<file path="config.mk">
export PLATFORM = sky130hd
export DESIGN_NAME = sat_counter
export DESIGN_NICKNAME = d
export VERILOG_FILES = /design/src/rtl/formal_result_checker_sat_counter.sv
export SDC_FILE = /design/constraint.sdc
export NUM_CORES = 1
export LEC_CHECK = 0
export ABC_CLOCK_PERIOD_IN_PS = 2500
export CORE_ASPECT_RATIO = 1.75
export CORE_MARGIN = 2
export CORE_UTILIZATION = 25
export CTS_CLUSTER_DIAMETER = 50
export DETAILED_ROUTE_END_ITERATION = 16
export GPL_ROUTABILITY_DRIVEN = 0
export GPL_TIMING_DRIVEN = 0
export HOLD_SLACK_MARGIN = 0.06
export MAX_ROUTING_LAYER = met4
export PLACE_DENSITY = 0.5
export SETUP_SLACK_MARGIN = 0.4
export SLEW_MARGIN = 10
export SYNTH_ARGS = -nofsm -noshare
export SYNTH_HDL_FRONTEND = slang
export SYNTH_SLANG_ARGS = --single-unit
</file>
<file path="constraint.sdc">
create_clock -name clk -period 2.5 [get_ports clk]
set_clock_uncertainty 0.15 [all_clocks]
set_input_delay 0.25 -clock clk [delete_from_list [all_inputs] [get_ports clk]]
set_output_delay 0.25 -clock clk [all_outputs]
set_load 0.02 [all_outputs]
</file>
<file path="src/rtl/formal_result_checker_sat_counter.sv">
// Saturating up-counter with increment enable and synchronous clear.
// It sticks at all-ones instead of wrapping back to zero.
module sat_counter #(
  parameter int W = 16
) (
  input  logic         clk,
  input  logic         reset,
  input  logic         i_clr,
  input  logic         i_inc,
  output logic [W-1:0] o_cnt
);

  logic [W-1:0] r_cnt;

  // NOTE: clocked state uses non-blocking assignments so every register samples pre-edge values.
  always_ff @(posedge clk) begin
    if (reset) begin
      r_cnt <= '0;
    end else if (i_clr) begin
      r_cnt <= '0;
    end else if (i_inc && (r_cnt != '1)) begin
      r_cnt <= r_cnt + W'(1);
    end
  end

  assign o_cnt = r_cnt;

endmodule : sat_counter

</file>
==> run_results.csv <==
group,metric,value,unit
logic_synthesis,yosys_warnings,0,
clock_network,clkTransAtPathRegs,0.07,ns
global_route,grt_pass1_wl,3.82,mm
placement,port_buffers,19,
flow_run,max_cap_violations,0,
critical_path,required,2.10,ns
power,power_density,425,mW/mm^2
routing,ant_nets,0,
floorplanning,die_area,0.00419,sq mm
global_route,grt_pass1_vias,808,
critical_path,start_kind,"flip-flop",
critical_path,path_depth,1,
sta,report.final.setup_viol,0,
critical_path,reg2reg_slack,0.76,ns
clock_network,ctsHtreeMaxLevel,1,
critical_path,cp_slowest_stage_delay,0.66,ns
clock_network,cts-hold-fix-buffers,0,
sta,tns,0,ns
sta,post-route-period-util,0.722,
layout,n_antenna_cell,0,
sta,max_slew.worst_pin.slew,0.405,ns
placement,dp_hpwl,1.72,mm
logic_synthesis,seq_area_frac_synth,0.349,
global_route,grt_usage,0.119,
critical_path,worst-setup-path-type,"flip-flop to primary output",
layout,largest_reg_flops,16,
logic_synthesis,yosysUniqueCellTypes,36,
logic_synthesis,avgSynthCellArea,8.99,sq um
critical_path,crit_slowest_cell,"clkdlybuf4s50_1",
logic_synthesis,synthCells,102,
critical_path,worst_path_dominant_cell_family,"buffers and inverters",
critical_path,worst-path-max-fanout,7,
sta,min_period,1.81,ns
placement,pre_cts_slack,0.503,ns
layout,area_delta_synth_final,33.0,%
critical_path,critPathArrivalTime,1.41,ns
min_path,hp-class,"flip-flop to flip-flop",
routing,routed_via_density,5.05,
clock_network,cts_setup_buffers,0,
critical_path,crit_path_cell_trace,"clkdlybuf4s50_1",
logic_synthesis,async_flop_share,0,
sta,rsz0062_at_grt,"false",
power,p_leak,0.424,nW
sta,final_hold_viol_count,0,
clock_network,cts_resized,0,
floorplanning,io_pins,20,
critical_path,rr_worst_depth,6,
logic_synthesis,synth_nets,107,
routing,wl_per_cell,13.1,microns
logic_synthesis,synth_flop_cell,"dfxtp_1",
sta,hold_slack,0.352,ns
placement,dp_cells,167,
floorplanning,die_x,49.8,microns
routing,drtIter0Drc,7,
routing,drc,0,
routing,wl,2.24,mm
routing,route.vias.total,864,
global_route,antenna_found_initial,0,
clock_network,cts_tree,"built",
logic_synthesis,yosysTopAreaCellShare,0.349,
global_route,overflow,0,
logic_synthesis,netlist.top_cell.by_area,"dfxtp_1",
routing,dr.pass1.iters,4,
layout,instances_no_fill,171,
layout,layout_common_cells,"clkdlybuf4s50_1, dfxtp_1, nand2_1",
floorplanning,fp.dieH,84.1,microns
sta,fin_ws,0.694,ns
clock_network,clock_path_buffers,2,
power,ir_worst_vdd,0.190,mV
clock_network,cts_made_buffers,3,
logic_synthesis,synth_edf_count,0,
critical_path,end_kind,"primary output",
floorplanning,start_util,0.258,
floorplanning,core,0.00356,sq mm
logic_synthesis,synth.area.top_cells,"dfxtp_1, mux2i_1, nand2_1",
sta,relSlewSlack,0.728,
min_path,whs_path_depth,2,
sta,drv_slew,0,
sta,max_freq,554,MHz
status,status,"finished, final reports clean",
floorplanning,row_count,29,
critical_path,worstPathBufferInverterCount,1,
clock_network,clkSinkCount,16,
logic_synthesis,ys_ff_latch,16,
global_route,grt_max_degree,11,
layout,finish.net_count,131,
logic_synthesis,syn-cell-area,917,sq um
layout,final_common_cell,"clkdlybuf4s50_1",
clock_network,root_buffer,"clkbuf_8",
layout,drive_gt1_frac,0.152,
clock_network,clock_latency,0.25,ns
==> power by group <==
part           internal, mW  switching, mW
clock network         0.140         0.0964
logic                0.0119         0.0132
registers             0.256        0.00158
total                 0.408          0.111
==> layout make-up <==
| class | instances | area (sq um) |
|---|---|---|
| Fill cell | 402 | 2340 |
| Multi-Input combinational cell | 80 | 551 |
| Sequential cell | 16 | 320 |
| Timing Repair Buffer | 19 | 190 |
| Tap cell | 46 | 57.6 |
| Clock buffer | 4 | 55.1 |
| Buffer | 5 | 42.5 |
| Inverter | 1 | 3.75 |
==> logic make-up (layout without fill, tap and decap cells) <==
logic type	count (synthesis)	count (layout)	synth area share
compound gates	27	27	0.206
buf+inv	6	29	0.0505
fa+ha+maj	1	1	0.0136
simple gates	46	46	0.315
mux	6	6	0.0655
flops	16	16	0.349
==> metal layers <==
layer	track usage	vias up	share of wire
met4	0.0732	0	0.029
li1	-	431	-
met3	0.0143	5	0.015
met5	-	-	0
met2	0.202	13	0.55
met1	0.128	415	0.41
==> stage by stage <==
stage / power [mW] / instance area, sq um / util
global route: 0.536 / 1220 / 0.343
CTS: 0.528 / 1220 / 0.343
floorplan: 0.276 / 917 / -
detailed placement: 0.289 / 1160 / 0.328
global placement: 0.289 / 1160 / 0.328
finish: 0.519 / 1220 / 0.343
==> synthesized netlist by cell type (2+ instances only) <==
library cell and count:
dfxtp_1 16, nand2_1 13, a21oi_1 6, mux2i_1 6, nand3_1 5, a31oi_1 4
o21ai_0 4, or3_1 4, a211oi_1 3, and3_1 3, nand4_1 3, or3_2 3
a2111o_1 2, and2_1 2, and2_2 2, and3_4 2, buf_6 2, nor2_1 2
nor3_1 2, o21ai_1 2
==> path summary, 6_finish.rpt <==
check	end	start
worst max-delay path	o_cnt[13]	o_cnt[13]
worst min-delay path	o_cnt[3]	o_cnt[3]
worst max register to register	o_cnt[12]	o_cnt[0]
worst min register to register	o_cnt[3]	o_cnt[3]
(Power assumes the default switching activity.)
